[src/rtl/uart_tx_arbiter.sv]
// Round-robin arbiter that shares one serial transmitter among NUM_REQ requesters.
// It latches the winner's byte, holds the grant until tx_done or a watchdog expiry, then releases.
module uart_tx_arbiter #(
  parameter int NUM_REQ = 4,
  parameter int DATA_W  = 8,
  parameter int TIMEOUT = 4095,
  parameter int TO_W    = 12
) (
  input  logic                        clk,
  input  logic                        rst,
  input  logic [NUM_REQ-1:0]          req,
  input  logic [NUM_REQ*DATA_W-1:0]   req_data,
  output logic [NUM_REQ-1:0]          grant,
  output logic [NUM_REQ-1:0]          done,
  output logic                        err,
  output logic                        tx_start,
  output logic [DATA_W-1:0]           tx_data,
  input  logic                        tx_busy,
  input  logic                        tx_done
);

  localparam int IDX_W = (NUM_REQ > 1) ? $clog2(NUM_REQ) : 1;

  typedef enum logic [1:0] {IDLE, START, SEND, RELEASE} state_t;

  state_t              state;
  logic [IDX_W-1:0]    ptr;
  logic [IDX_W-1:0]    idx;
  logic [TO_W-1:0]     cnt;
  logic [IDX_W-1:0]    pick;
  logic [IDX_W-1:0]    idx_nxt;
  logic [DATA_W-1:0]   data_arr [NUM_REQ];

  // Rotate the request vector so that bit 0 is the pointer position, then take the lowest set bit.
  function automatic logic [IDX_W-1:0] rr_pick(input logic [NUM_REQ-1:0] r,
                                               input logic [IDX_W-1:0]   p);
    logic [2*NUM_REQ-1:0] dbl;
    logic [NUM_REQ-1:0]   rot;
    int                   off;
    int                   s;
    dbl = {r, r} >> p;
    rot = dbl[NUM_REQ-1:0];
    off = 0;
    for (int i = NUM_REQ - 1; i >= 0; i--) begin
      if (rot[i]) off = i;
    end
    s = int'(p) + off;
    if (s >= NUM_REQ) s = s - NUM_REQ;
    return IDX_W'(s);
  endfunction

  function automatic logic [TO_W-1:0] sat_inc(input logic [TO_W-1:0] c);
    return (c == TO_W'(TIMEOUT)) ? c : c + 1'b1;
  endfunction

  always_comb begin
    for (int i = 0; i < NUM_REQ; i++) begin
      data_arr[i] = req_data[i*DATA_W +: DATA_W];
    end
  end

  always_comb begin
    pick    = rr_pick(req, ptr);
    idx_nxt = (idx == IDX_W'(NUM_REQ - 1)) ? '0 : idx + 1'b1;
  end

  always_ff @(posedge clk or posedge rst) begin
    if (rst) begin
      state    <= IDLE;
      grant    <= '0;
      done     <= '0;
      err      <= 1'b0;
      tx_start <= 1'b0;
      tx_data  <= '0;
      ptr      <= '0;
      idx      <= '0;
      cnt      <= '0;
    end else begin
      case (state)
        IDLE: begin
          if ((req != '0) && !tx_busy) begin
            grant    <= NUM_REQ'(1) << pick;
            idx      <= pick;
            tx_data  <= data_arr[pick];
            tx_start <= 1'b1;
            cnt      <= '0;
            state    <= START;
          end
        end
        START: begin
          tx_start <= 1'b0;
          state    <= SEND;
        end
        SEND: begin
          // Completion takes precedence over a watchdog expiry on the same cycle.
          if (tx_done) begin
            done  <= grant;
            grant <= '0;
            ptr   <= idx_nxt;
            state <= RELEASE;
          end else if (cnt == TO_W'(TIMEOUT)) begin
            err   <= 1'b1;
            grant <= '0;
            ptr   <= idx_nxt;
            state <= RELEASE;
          end else begin
            cnt <= sat_inc(cnt);
          end
        end
        RELEASE: begin
          done  <= '0;
          err   <= 1'b0;
          state <= IDLE;
        end
        default: state <= IDLE;
      endcase
    end
  end

endmodule

[config.mk]
export PLATFORM = sky130hd
export DESIGN_NAME = uart_tx_arbiter
export DESIGN_NICKNAME = d
export VERILOG_FILES = /design/src/rtl/uart_tx_arbiter.sv
export SDC_FILE = /design/constraint.sdc
export NUM_CORES = 1
export LEC_CHECK = 0
export CORE_MARGIN = 3
export CORE_UTILIZATION = 53
export DETAILED_ROUTE_END_ITERATION = 8
export MAX_ROUTING_LAYER = met4
export PLACE_DENSITY_LB_ADDON = 0.05
export SLEW_MARGIN = 20
export SYNTH_ARGS = -nofsm -noshare
export SYNTH_HDL_FRONTEND = slang
export SYNTH_SLANG_ARGS = --single-unit
[constraint.sdc]
create_clock -name clk -period 7.2 [get_ports clk]
set_input_delay 0.72 -clock clk [delete_from_list [all_inputs] [get_ports clk]]
set_output_delay 0.72 -clock clk [all_outputs]
set_load 0.01 [all_outputs]
## Yosys cells after proc, flatten, opt, wreduce, memory -nomap -nowiden

Index checks and enable logic that the tools add are counted.

- Register bits: 36
- Input bits: 40
- Output and inout port bits: 18
- Word-level logic and storage cells: 75

- Add/subtract/negate cells: 4
- Order comparisons: 2
- Eq/ne operators: 11
- Shift operators: 2
- Muxes and demuxes: 30
- Bitwise logic cells: 1
- Reduce and logical (&&, ||, !) cells: 16

Operators with widths:

| operator | number |
|---|---|
| $mux W32 | 3 |
| $mux W12 | 3 |
| $add A3 B32 Y32 | 1 |
| $ge A32 B4 Y1 const B | 1 |
| $pmux W12 S2 | 1 |
| $bmux W8 S2 | 1 |
| $mux W2 | 8 |
| $mux W4 | 4 |
| $mux W8 | 2 |
| $pmux W4 S2 | 2 |
| $add A12 B1 Y12 const B | 1 |
| $eq A12 B12 Y1 const B | 1 |
| $ne A2 B2 Y1 const B | 5 |
| $reduce_and A2 Y1 | 5 |
| $pmux W2 S4 | 1 |
| $reduce_bool A2 Y1 | 4 |
| $shr A8 B2 Y4 | 1 |
| $eq A2 B2 Y1 const B | 3 |
| $reduce_and A3 Y1 | 2 |
| $pmux W1 S2 | 2 |
| $reduce_and A4 Y1 | 1 |
| $reduce_bool A4 Y1 | 1 |
| $shl A1 B2 Y4 const A | 1 |
| $ge A3 B3 Y1 const B | 1 |
| other kinds (9) | 11 |

## Longest topological paths before layout

Gate-level depths: netlist of the first run.

- Word-level depth: 12
- Mapped depth: 10
- Gate-level depth less buffers: 9

## Worst setup path after synthesis of the first run

OpenSTA, ideal clock, no wires.

- Path type: input-to-reg
- Start point: input req[0]
- End point: register tx_data[0]
- Setup time: 0.095 ns
- Arrival time: 2.536 ns
- Data required time: 7.105 ns
- Path slack: 4.568 ns
- Stages: 9
- Path buffers: 3
- Cell sequence: clkbuf_2 > nor2_1 > a211oi_1 > o21ai_0 > ha_1 > clkbuf_1 > clkbuf_1 > a221oi_1 > o31ai_1

- Cells in the longest elaborated chain, start to end: 12
- Elaborated cells on any way between the ends: 16
- Those cells by class: add/sub (2); order compare (1); shift (1); mux (8); bitwise (1); reduce/logical (3)

Ends and longest elaborated chain:

| what | line | text |
|---|---|---|
| start, declared | 11 | `input logic [NUM_REQ-1:0] req,` |
| $shr A8 B2 Y4 | 41 | `dbl = {r, r} >> p;` |
| $mux W2 | 45 | `if (rot[i]) off = i;` |
| $mux W32 (3 in series) | 45 |  |
| $add A3 B32 Y32 | 47 | `s = int'(p) + off;` |
| $ge A32 B4 Y1 or $sub A2 B1 Y2 (tied branches) | 48 | `if (s >= NUM_REQ) s = s - NUM_REQ;` |
| $mux W2 | 48 |  |
| $not A2 Y3 (implied by the code) | 84 | `tx_data <= data_arr[pick];` |
| $bmux W8 S2 | 84 |  |
| $mux W8 (implied by the code) (2 in series) | 84 |  |
| end signal, assigned | 84 |  |
| end, declared | 17 | `output logic [DATA_W-1:0] tx_data,` |

Parallel ways exist; a longest one is shown, timed or not. The select of a mux whose other input is x is not followed.
A chain may end at the register's enable or synchronous reset.

## Worst setup path in the final report of the first run

- Start point: input req[0]
- End point: register tx_data[4]

Same word-level chain as after synthesis.

==> qor.csv, run 1 <==
stage,metric,value,unit
timing,final worst-path cycle share,44.9,%
power_and_ir_drop,sequential share of power,30.2,%
cells_and_area,share of layout cells above drive strength 1,6.53,%
timing,highest attainable clock frequency,309,MHz
timing,clock tree skew after final layout,9.29,ps
setup_path,kind of cell adding the most delay to the critical path,adder cells,
setup_path,category of the worst setup path capture point,flop,
global_routing,global routing usage summed across all routing layers,21.7,%
clocking,count of buffers added by post-CTS timing repair for setup,0,
cells_and_area,P&R area growth vs syn,30.0,%
place,Detail Placement HPWL,3690,um
timing,"Worst Setup Slack, final",3970,ps
setup_path,arrival time reported for the critical path endpoint,3390,ps
clocking,number of hold buffers added after cts,0,
power_and_ir_drop,clock network fraction of design power,16.1,%
setup_path,total buffers and inverters traversed by the critical path,1,
timing,transition time at the pin with the least slew margin,950,ps
timing,max-slew headroom at the worst pin,36.7,%
floorplanning,Initial Utilization,57.8,%
power_and_ir_drop,switching portion of total power,43.0,%
floorplanning,area of the core,3850,um^2
global_routing,initial antenna violation count,0,
place,number of port buffers,57,
clocking,maximum number of buffers from clock root to sink,2,
cells_and_area,number of fill cells in the layout,282,
clocking,later-pin clock latency in the skew report,290,ps
setup_path,Max stage delay on crit path,940,ps
logic_synthesis,net count after synthesis,287,
global_routing,pin count of the biggest net entering global routing,37,
floorplanning,Rows,22,
clocking,TritonCTS clock tree,yes,
setup_path,class of the most critical setup path,in -> reg,
global_routing,wire length of the first global-routing pass,8580,um
logic_synthesis,post-synth top area cell,sky130_fd_sc_hd__dfrtp_1,
logic_synthesis,flip-flop cell with the highest count after synthesis,sky130_fd_sc_hd__dfrtp_1,
logic_synthesis,Adder-Cell Fraction of Synth Area,5.05,%
logic_synthesis,Synth Area in Simple Gates,22.1,%
cells_and_area,final layout net count,339,
worst_hold_path,Hold Path Class,reg -> reg,
global_routing,vias in the first global route,1858,
route,Avg WL per Cell,15.3,um
floorplanning,area enclosed by the die boundary,5020,um^2
timing,Final TNS setup,0,ps
logic_synthesis,share of synthesized registers carrying an async set or reset,100,%
timing,number of pins exceeding their max-slew limit in the final report,0,
clocking,count of instances resized after the clock tree is built,0,
logic_synthesis,xor/xnor cell area share of the yosys netlist,4.72,%
timing,post-layout minimum cycle time,3230,ps
logic_synthesis,number of enable-type register cells in the synthesized netlist,0,
setup_path,CP startpoint kind,primary input,
setup_path,cell at the slowest stage of the critical path,sky130_fd_sc_hd__ha_1,
timing,final hold violations,0,
logic_synthesis,Yosys warning count,0,
logic_synthesis,post-synthesis sequential element count,36,
place,dpl ws,3710,ps
route,Post-Route WL,5170,um
power_and_ir_drop,NetSw,0.470,mW
floorplanning,number of top-level pins,58,
clocking,clock tree root buffer cell,sky130_fd_sc_hd__clkbuf_8,
timing,worst hold slack,474,ps
run,count of max-cap constraint violations,0,
route,Post-DRT Antenna Nets,0,
global_routing,aggregate global routing overflow,0,
power_and_ir_drop,VDD IR-drop max,0.000204,V
power_and_ir_drop,PwrDens,377,nW/um^2
power_and_ir_drop,relative contribution of combinational cells to total power,53.7,%
clocking,Clock transition at path regs,70,ps
power_and_ir_drop,Pleak,1.22,nW
setup_path,Critical Path Fanout Max,34,
logic_synthesis,"Distinct cells, synth",46,
floorplanning,chip height,70.8,um
route,Via density,5.76,
route,drt initial violations,75,
timing,final number of setup-violating endpoints,0,
logic_synthesis,sequential-to-total area share from yosys stat,40.4,%
logic_synthesis,dominant combinational cell family by area after synthesis,simple AND/OR/NAND/NOR gates,
logic_synthesis,Mapped Area,2230,um^2
logic_synthesis,largest cells by area after synthesis,"sky130_fd_sc_hd__dfrtp_1 40%, sky130_fd_sc_hd__ha_1 5.1%, sky130_fd_sc_hd__nor2b_1 4.5%",
clocking,number of clock sinks,36,
setup_path,required time worst endpoint,7360,ps
logic_synthesis,"top cells by count, synth","36 x sky130_fd_sc_hd__dfrtp_1, 24 x sky130_fd_sc_hd__nand2_1, 22 x sky130_fd_sc_hd__nor2_1, 16 x sky130_fd_sc_hd__nor2b_1, 10 x sky130_fd_sc_hd__o31ai_1",
clocking,total clock buffers created by CTS,5,
logic_synthesis,synthesized instance count,238,
logic_synthesis,share of the synthesized area in the top cell type,40.4,%
logic_synthesis,fraction of the mapped netlist area in compound gates,21.1,%
route,total number of vias,1952,
timing,setup repair after global routing missed its margin,no,
power_and_ir_drop,cell-internal power,0.623,mW
floorplanning,Chip Width,70.8,um
route,drc violations,0,
outcome,result of the run,completed,
cells_and_area,antenna diode count,0,
setup_path,cell breakdown of the critical path,clkdlybuf4s50_1 -> nor2_1 -> a211oi_1 -> o21ai_0 -> ha_1 -> nor2b_1 -> a2111oi_0 -> o31ai_1,
clocking,# H-tree levels,2,
route,drt pass-1 iters,4,
logic_synthesis,most frequent cell after synthesis,sky130_fd_sc_hd__dfrtp_1,
logic_synthesis,syn avg cell area,9.36,um^2
place,routability cong.,0.807,
logic_synthesis,mux share of post-synthesis cell area,1.68,%
## worst paths after layout
| path | startpoint | end | slack, ps | cells after the start |
|---|---|---|---|---|
| max | req[0] | tx_data[4] | 3970 | 8 |
| min | tx_data[4] | tx_data[4] | 470 | 2 |
| max reg2reg | ptr[0] | tx_data[4] | 4460 | 7 |
| min reg2reg | tx_data[4] | tx_data[4] | 470 | 2 |
| max in group asynchronous | rst | done[0] | 6040 | 3 |
| min in group asynchronous | rst | cnt[5] | 830 | 3 |
## layout make-up
| type | instances | area [um^2] | area share (%) |
|---|---|---|---|
| Tap cell | 48 | 60.1 | 2.07 |
| Timing Repair Buffer | 58 | 578 | 19.9 |
| Inverter | 9 | 33.8 | 1.17 |
| Clock buffer | 6 | 72.6 | 2.50 |
| Clock inverter | 2 | 35.0 | 1.21 |
| Multi-Input combinational cell | 180 | 1220 | 42.0 |
| Sequential cell | 36 | 901 | 31.1 |
## through the flow
step	util [%]	cell area, um^2	power [mW]	instances
finish	75.2	2900	1.09	339
global route	75.2	2900	1.17	339
CTS	75.2	2900	1.09	339
detailed placement	72.4	2790	0.916	331
global placement	72.4	2790	0.897	331
floorplan	-	2230	0.739	238
## state kept, by name (all words and copies together) (netlist names), 2 cells and up
register and cells:
cnt 12, done 4, grant 4, idx 2
ptr 2, state 2, tx_data 8
## layout by cell type (no fill, tap or decap), types with 3 or more instances in the layout
cell	instances
sky130_fd_sc_hd__a2111oi_0	8
sky130_fd_sc_hd__a21oi_1	5
sky130_fd_sc_hd__a221oi_1	8
sky130_fd_sc_hd__a22o_1	5
sky130_fd_sc_hd__clkbuf_8	5
sky130_fd_sc_hd__clkdlybuf4s50_1	57
sky130_fd_sc_hd__dfrtp_1	36
sky130_fd_sc_hd__ha_1	9
sky130_fd_sc_hd__inv_1	9
sky130_fd_sc_hd__nand2_1	24
sky130_fd_sc_hd__nand3_1	9
sky130_fd_sc_hd__nor2_1	22
sky130_fd_sc_hd__nor2b_1	16
sky130_fd_sc_hd__nor3_1	4
sky130_fd_sc_hd__nor4_1	6
sky130_fd_sc_hd__o21a_1	4
sky130_fd_sc_hd__o21ai_0	9
sky130_fd_sc_hd__o31ai_1	10
sky130_fd_sc_hd__xnor2_1	9
sky130_fd_sc_hd__xor2_1	3
## worst register-to-register path: cells and delay by family (launching register included)
| kind | cells | cell delay [ps] |
|---|---|---|
| fa+ha+maj | 1 | 940 |
| simple gates | 2 | 240 |
| flops | 1 | 540 |
| compound gates | 4 | 880 |
## power by group through the flow
| stage | Combinational [mW] | Clock [mW] | Sequential (mW) |
|---|---|---|---|
| 5_1_grt | 0.644 | 0.186 | 0.339 |
| 4_1_cts | 0.586 | 0.179 | 0.329 |
| 3_3_place_gp | 0.566 | 0 | 0.331 |
| 6_report | 0.587 | 0.176 | 0.330 |
| 2_1_floorplan | 0.411 | 0 | 0.329 |
| 3_5_place_dp | 0.585 | 0 | 0.331 |
## kinds of logic after synthesis
logic type	count (synthesis)
compound gates	62
xor+xnor	12
fa+ha+maj	9
buf+inv	22
flops	36
mux	3
simple gates	94
## metal layers
metal / up-vias / global-route usage [%] / part of all wire [%]
li1: 973 / - / -
met1: 908 / 27.6 / 46
met2: 62 / 34.0 / 46
met3: 9 / 6.39 / 6.7
met4: 0 / 5.64 / 1.3
met5: - / - / 0
No activity file was read; power rests on OpenSTA's default activity.
==> inputs of run 2 (changes only) <==
CORE_UTILIZATION = 49   (was 53)
clock period = 3.39 ns   (was 7.2 ns; I/O delays follow)
==> run 2 against run 1 <==
Compared with the run above:
- worst setup slack lost 3400 ps
- utilization shrank 5.9 points
- cell count grew 1.8%
- sequential share of layout area shrank 0.16 points
- highest routed layer unchanged
- non-clock buffer count grew 4
- global-route usage shrank 0.66 points
- sequential power grew 110%
- hold slack lost 19 ps
==> qor.csv, run 2 (synthesized netlist as in run 1, its figures left out) <==
stage,metric,value,unit
outcome,result of the run,completed,
power_and_ir_drop,clock network fraction of design power,13.7,%
worst_hold_path,Hold Path Class,in -> async,
floorplanning,Chip Width,73.4,um
timing,transition time at the pin with the least slew margin,908,ps
setup_path,CP startpoint kind,primary input,
power_and_ir_drop,Pleak,1.23,nW
setup_path,R2R setup slack,710,ps
timing,setup repair after global routing missed its margin,no,
setup_path,cell depth of the worst flop-to-flop path,7,
clocking,number of hold buffers added after cts,0,
clocking,count of instances resized after the clock tree is built,0,
setup_path,Max stage delay on crit path,910,ps
floorplanning,Initial Utilization,53.0,%
global_routing,wire length of the first global-routing pass,8620,um
cells_and_area,number of flip-flops in the largest register,12,
timing,number of pins exceeding their max-slew limit in the final report,0,
floorplanning,number of top-level pins,58,
cells_and_area,highest-count cells in the layout ignoring fill and taps,"57 x sky130_fd_sc_hd__clkdlybuf4s50_1, 36 x sky130_fd_sc_hd__dfrtp_1, 24 x sky130_fd_sc_hd__nand2_1, 22 x sky130_fd_sc_hd__nor2_1, 16 x sky130_fd_sc_hd__nor2b_1",
cells_and_area,share of layout cells above drive strength 1,7.46,%
route,Post-Route WL,5200,um
clocking,count of buffers added by post-CTS timing repair for setup,0,
cells_and_area,final instance count without filler cells,345,
global_routing,pin count of the biggest net entering global routing,37,
clocking,TritonCTS clock tree,yes,
cells_and_area,largest register by flop count,cnt,
setup_path,cell breakdown of the critical path,clkdlybuf4s50_1 -> nor2_1 -> a211oi_1 -> o21ai_0 -> ha_1 -> nor2b_1 -> a2111oi_0 -> o31ai_1,
cells_and_area,area of the multi-input gates,1220,um^2
global_routing,global routing usage summed across all routing layers,21.0,%
cells_and_area,largest registers in the final layout,"cnt (12), tx_data (8)",
floorplanning,Rows,23,
cells_and_area,antenna diode count,0,
cells_and_area,final layout net count,343,
floorplanning,chip height,73.4,um
global_routing,initial antenna violation count,0,
route,Post-DRT Antenna Nets,0,
cells_and_area,P&R area growth vs syn,30.7,%
timing,final number of setup-violating endpoints,0,
clocking,# H-tree levels,2,
timing,max-slew headroom at the worst pin,39.5,%
clocking,maximum number of buffers from clock root to sink,2,
power_and_ir_drop,switching portion of total power,43.2,%
clocking,number of clock sinks,36,
setup_path,cell at the slowest stage of the critical path,sky130_fd_sc_hd__ha_1,
place,number of port buffers,57,
cells_and_area,Register Area,901,um^2
run,count of max-cap constraint violations,0,
route,drt initial violations,104,
place,routability cong.,0.819,
setup_path,reg-to-reg startpoint,ptr[0],
place,dpl cells,337,
clocking,total clock buffers created by CTS,5,
setup_path,required time worst endpoint,3550,ps
route,total number of vias,1963,
floorplanning,area enclosed by the die boundary,5390,um^2
route,drc violations,0,
route,Avg WL per Cell,15.1,um
cells_and_area,number of fill cells in the layout,345,
setup_path,timing startpoint of the critical path,req[0],
timing,final worst-path cycle share,82.7,%
setup_path,terminus of the critical flop-to-flop path,tx_data[3],
timing,Final TNS setup,0,ps
clocking,Clock transition at path regs,70,ps
floorplanning,area of the core,4200,um^2
power_and_ir_drop,cell-internal power,1.31,mW
cells_and_area,"commonest non-fill, non-tap cell in the layout",sky130_fd_sc_hd__clkdlybuf4s50_1,
timing,highest attainable clock frequency,357,MHz
clocking,clock tree root buffer cell,sky130_fd_sc_hd__clkbuf_8,
global_routing,vias in the first global route,1904,
route,Via density,5.69,
power_and_ir_drop,sequential share of power,30.3,%
power_and_ir_drop,relative contribution of combinational cells to total power,56.0,%
setup_path,class of the most critical setup path,in -> reg,
power_and_ir_drop,PwrDens,789,nW/um^2
power_and_ir_drop,NetSw,0.994,mW
timing,clock tree skew after final layout,6.05,ps
timing,final hold violations,0,
route,drt pass-1 iters,4,
clocking,later-pin clock latency in the skew report,290,ps
global_routing,aggregate global routing overflow,0,
timing,worst hold slack,455,ps
timing,post-layout minimum cycle time,2800,ps
setup_path,Critical Path Fanout Max,33,
power_and_ir_drop,VDD IR-drop max,0.000326,V
setup_path,arrival time reported for the critical path endpoint,2960,ps
place,Detail Placement HPWL,3790,um
setup_path,category of the worst setup path capture point,flop,
setup_path,Worst setup endpoint,tx_data[3],
[run 2: how the worst min path moves through the flow]
stage | to | slack, ps | cells past startpoint
global placement | tx_data[0] | 460 | 2
finish | cnt[8] | 450 | 3
detailed placement | tx_data[3] | 470 | 2
global route | tx_data[7] | 510 | 3
CTS | cnt[11] | 470 | 3
floorplan | idx[1] | 450 | 2
[run 2: metrics by stage]
stage	power [mW]	setup slack (ps)	cell area, um^2	util (%)
final	2.30	588	2910	69.3
after global routing	2.49	256	2910	69.3
after CTS	2.31	593	2910	69.3
after detailed placement	1.99	311	2820	67.2
after global placement	1.95	404	2820	67.2
after floorplan	1.57	1070	2230	-
[run 2: area by class of cell]
cell class | count | share of cell area [%]
well taps | 50 | 2.15
repair buffers | 62 | 20.9
inverters | 9 | 1.16
multi-input cells | 180 | 41.8
clock buffers | 8 | 3.09
flip-flops and latches | 36 | 30.9
[run 2: routing by layer]
layer  up-vias  global-route usage (%)  part of all wire, %
met1       914                    26.7                   47
li1        983                       -                    -
met3         6                    5.88                  6.1
met5         -                       -                    0
met4         0                    5.84                 0.90
met2        60                    33.1                   46
[run 2: critical path: cells and delay by family]
kind	cells	cell delay, ps
and+or+nand+nor	2	200
adders and majority gates	1	910
AOI/OAI and AO/OA	4	890
buffers and inverters	1	620
[run 2: power groups by stage]
| stage | combinational [mW] | sequential, mW | clock (mW) |
|---|---|---|---|
| 2_1_floorplan | 0.873 | 0.698 | 0 |
| 3_3_place_gp | 1.25 | 0.701 | 0 |
| 3_5_place_dp | 1.29 | 0.703 | 0 |
| 4_1_cts | 1.29 | 0.698 | 0.322 |
| 5_1_grt | 1.43 | 0.718 | 0.341 |
| 6_report | 1.29 | 0.698 | 0.314 |
==> inputs of run 3 (changes only) <==
CORE_UTILIZATION = 44   (was 49)
clock period = 2.5 ns   (was 3.39 ns; I/O delays follow)
==> run 3 against run 2 <==
Compared with the run above:
- total power is 48% higher
- die area grew 10%
- sequential share of layout area decreased by 1.6 points
- first-iteration DRC count increased by 7.7%
- critical path type unchanged
- critical endpoint is now grant[1]
==> qor.csv, run 3 (synthesized netlist as in run 1, its figures left out) <==
stage,metric,value,unit
floorplanning,Initial Utilization,46.3,%
global_routing,global routing usage summed across all routing layers,20.5,%
setup_path,most numerous cell on the critical path,sky130_fd_sc_hd__nor2_1,
setup_path,kind of cell adding the most delay to the critical path,compound AO/OA/AOI/OAI gates,
global_routing,pin count of the biggest net entering global routing,37,
power_and_ir_drop,clock network fraction of design power,11.7,%
cells_and_area,P&R area growth vs syn,38.1,%
outcome,result of the run,completed,
cells_and_area,largest register by flop count,cnt,
timing,Final TNS setup,0,ps
timing,number of pins exceeding their max-slew limit in the final report,0,
clocking,TritonCTS clock tree,yes,
cells_and_area,area of the multi-input gates,1240,um^2
route,met1 layer wirelength in the final routing,2490,um
setup_path,total buffers and inverters traversed by the critical path,2,
setup_path,Max stage delay on crit path,550,ps
route,Post-Route WL,5510,um
timing,setup repair after global routing missed its margin,yes,
timing,final hold violations,0,
power_and_ir_drop,total power,3.40,mW
setup_path,CP startpoint kind,primary input,
floorplanning,Rows,25,
cells_and_area,highest-count cells in the layout ignoring fill and taps,"57 x sky130_fd_sc_hd__clkdlybuf4s50_1, 36 x sky130_fd_sc_hd__dfrtp_1, 24 x sky130_fd_sc_hd__nand2_1, 23 x sky130_fd_sc_hd__buf_4, 22 x sky130_fd_sc_hd__nor2_1",
place,number of port buffers,57,
timing,highest attainable clock frequency,424,MHz
route,drc violations,0,
clocking,maximum number of buffers from clock root to sink,2,
global_routing,aggregate global routing overflow,0,
power_and_ir_drop,cell-internal power,1.96,mW
global_routing,vias in the first global route,2071,
run,count of max-cap constraint violations,0,
timing,final number of setup-violating endpoints,0,
floorplanning,area of the core,4820,um^2
route,drt pass-1 iters,4,
cells_and_area,final layout net count,361,
cells_and_area,antenna diode count,0,
place,dpl cells,372,
clocking,number of clock sinks,36,
clocking,number of hold buffers added after cts,0,
power_and_ir_drop,sequential share of power,27.3,%
timing,clock tree skew after final layout,4.55,ps
route,drt initial violations,112,
power_and_ir_drop,NetSw,1.44,mW
global_routing,wire length of the first global-routing pass,9740,um
place,routability cong.,0.789,
timing,final worst-path cycle share,94.3,%
timing,transition time at the pin with the least slew margin,642,ps
cells_and_area,"commonest non-fill, non-tap cell in the layout",sky130_fd_sc_hd__clkdlybuf4s50_1,
clocking,total clock buffers created by CTS,5,
place,Detail Placement HPWL,4070,um
route,total number of vias,2051,
cells_and_area,final instance count without filler cells,379,
setup_path,Critical Path Fanout Max,9,
power_and_ir_drop,switching portion of total power,42.4,%
floorplanning,chip height,77.2,um
route,top layer used by detailed routing,met4,
power_and_ir_drop,VDD IR-drop max,0.000537,V
route,length of routed met2 wiring,2600,um
floorplanning,number of top-level pins,58,
setup_path,arrival time reported for the critical path endpoint,2540,ps
setup_path,required time worst endpoint,2680,ps
cells_and_area,number of fill cells in the layout,440,
cells_and_area,number of flip-flops in the largest register,12,
cells_and_area,share of layout cells above drive strength 1,13.5,%
floorplanning,area enclosed by the die boundary,5950,um^2
power_and_ir_drop,Pleak,1.31,nW
clocking,clock tree root buffer cell,sky130_fd_sc_hd__clkbuf_8,
route,Avg WL per Cell,14.5,um
timing,worst hold slack,355,ps
setup_path,cell at the slowest stage of the critical path,sky130_fd_sc_hd__clkdlybuf4s50_1,
route,met3 wire len,352,um
power_and_ir_drop,relative contribution of combinational cells to total power,61.0,%
clocking,later-pin clock latency in the skew report,290,ps
route,Via density,5.41,
timing,post-layout minimum cycle time,2360,ps
cells_and_area,Layout Utilization,63.9,%
route,Post-DRT Antenna Nets,0,
setup_path,cell breakdown of the critical path,clkdlybuf4s50_1 -> nor2_1 -> a211oi_1 -> o21ai_1 -> ha_1 -> xor2_1 -> buf_4 -> a21oi_4 -> nor2_1 -> a32o_1,
clocking,# H-tree levels,2,
floorplanning,Chip Width,77.2,um
setup_path,category of the worst setup path capture point,flop,
clocking,Clock transition at path regs,70,ps
power_and_ir_drop,PwrDens,1110,nW/um^2
cells_and_area,largest registers in the final layout,"cnt (12), tx_data (8)",
cells_and_area,Register Area,901,um^2
global_routing,initial antenna violation count,0,
setup_path,class of the most critical setup path,in -> reg,
worst_hold_path,Hold Path Class,in -> async,
timing,max-slew headroom at the worst pin,56.8,%
-- run 3: cell types whose count changed in the layout (fill, tap and decap cells not counted), sizes merged --
cell,previous run,this run
buf,5,23
clkbuf,8,6
clkinv,0,1
-- run 3: worst paths after layout --
path                       slack, ps          to  depth (start not counted)       start
max in group asynchronous       1800      idx[1]                          3         rst
hold / removal                   350      cnt[4]                          3         rst
min in group clk                 490  tx_data[4]                          2  tx_data[4]
setup reg to reg                 160  tx_data[7]                          8      ptr[0]
hold reg to reg                  490  tx_data[4]                          2  tx_data[4]
setup / recovery                 140    grant[1]                         10      req[0]
-- run 3: tightest hold or removal path, stage by stage --
cell and delay [ps]:
sky130_fd_sc_hd__clkdlybuf4s50_1 390, sky130_fd_sc_hd__inv_1 50, sky130_fd_sc_hd__buf_4 390
-- run 3: per-layer routing --
metal / vias up / track usage [%]
met4: 0 / 6.94
li1: 1017 / -
met3: 8 / 5.16
met5: - / -
met1: 958 / 26.7
met2: 68 / 31.3
-- run 3: power groups by stage --
stage               combinational (mW)  clock, mW  sequential, mW
global route                      2.32      0.435           0.956
CTS                               2.01      0.408           0.930
floorplan                         1.18          0           0.946
global placement                  1.96          0           0.935
finish                            2.08      0.398           0.928
detailed placement                2.00          0           0.940
-- run 3: metrics by stage --
stage	area [um^2]	worst slack, ps
after global placement	2980	-172
after floorplan	2230	179
after detailed placement	2980	-251
after CTS	3060	16.4
final	3080	143
after global routing	3080	-19.2
-- run 3: final cells by class --
| cell class | instances | share of cell area [%] |
|---|---|---|
| Tap cell | 67 | 2.72 |
| Clock inverter | 1 | 0.163 |
| Multi-Input combinational cell | 180 | 40.2 |
| Inverter | 9 | 1.10 |
| Timing Repair Buffer | 80 | 24.2 |
| Sequential cell | 36 | 29.3 |
| Clock buffer | 6 | 2.36 |
-- run 3: timing repair --
item	4_1_cts	5_1_grt
setup buffers	0	0
hold endpoints to repair	0	0
gates resized for setup	0	11
setup endpoints to repair	0	9
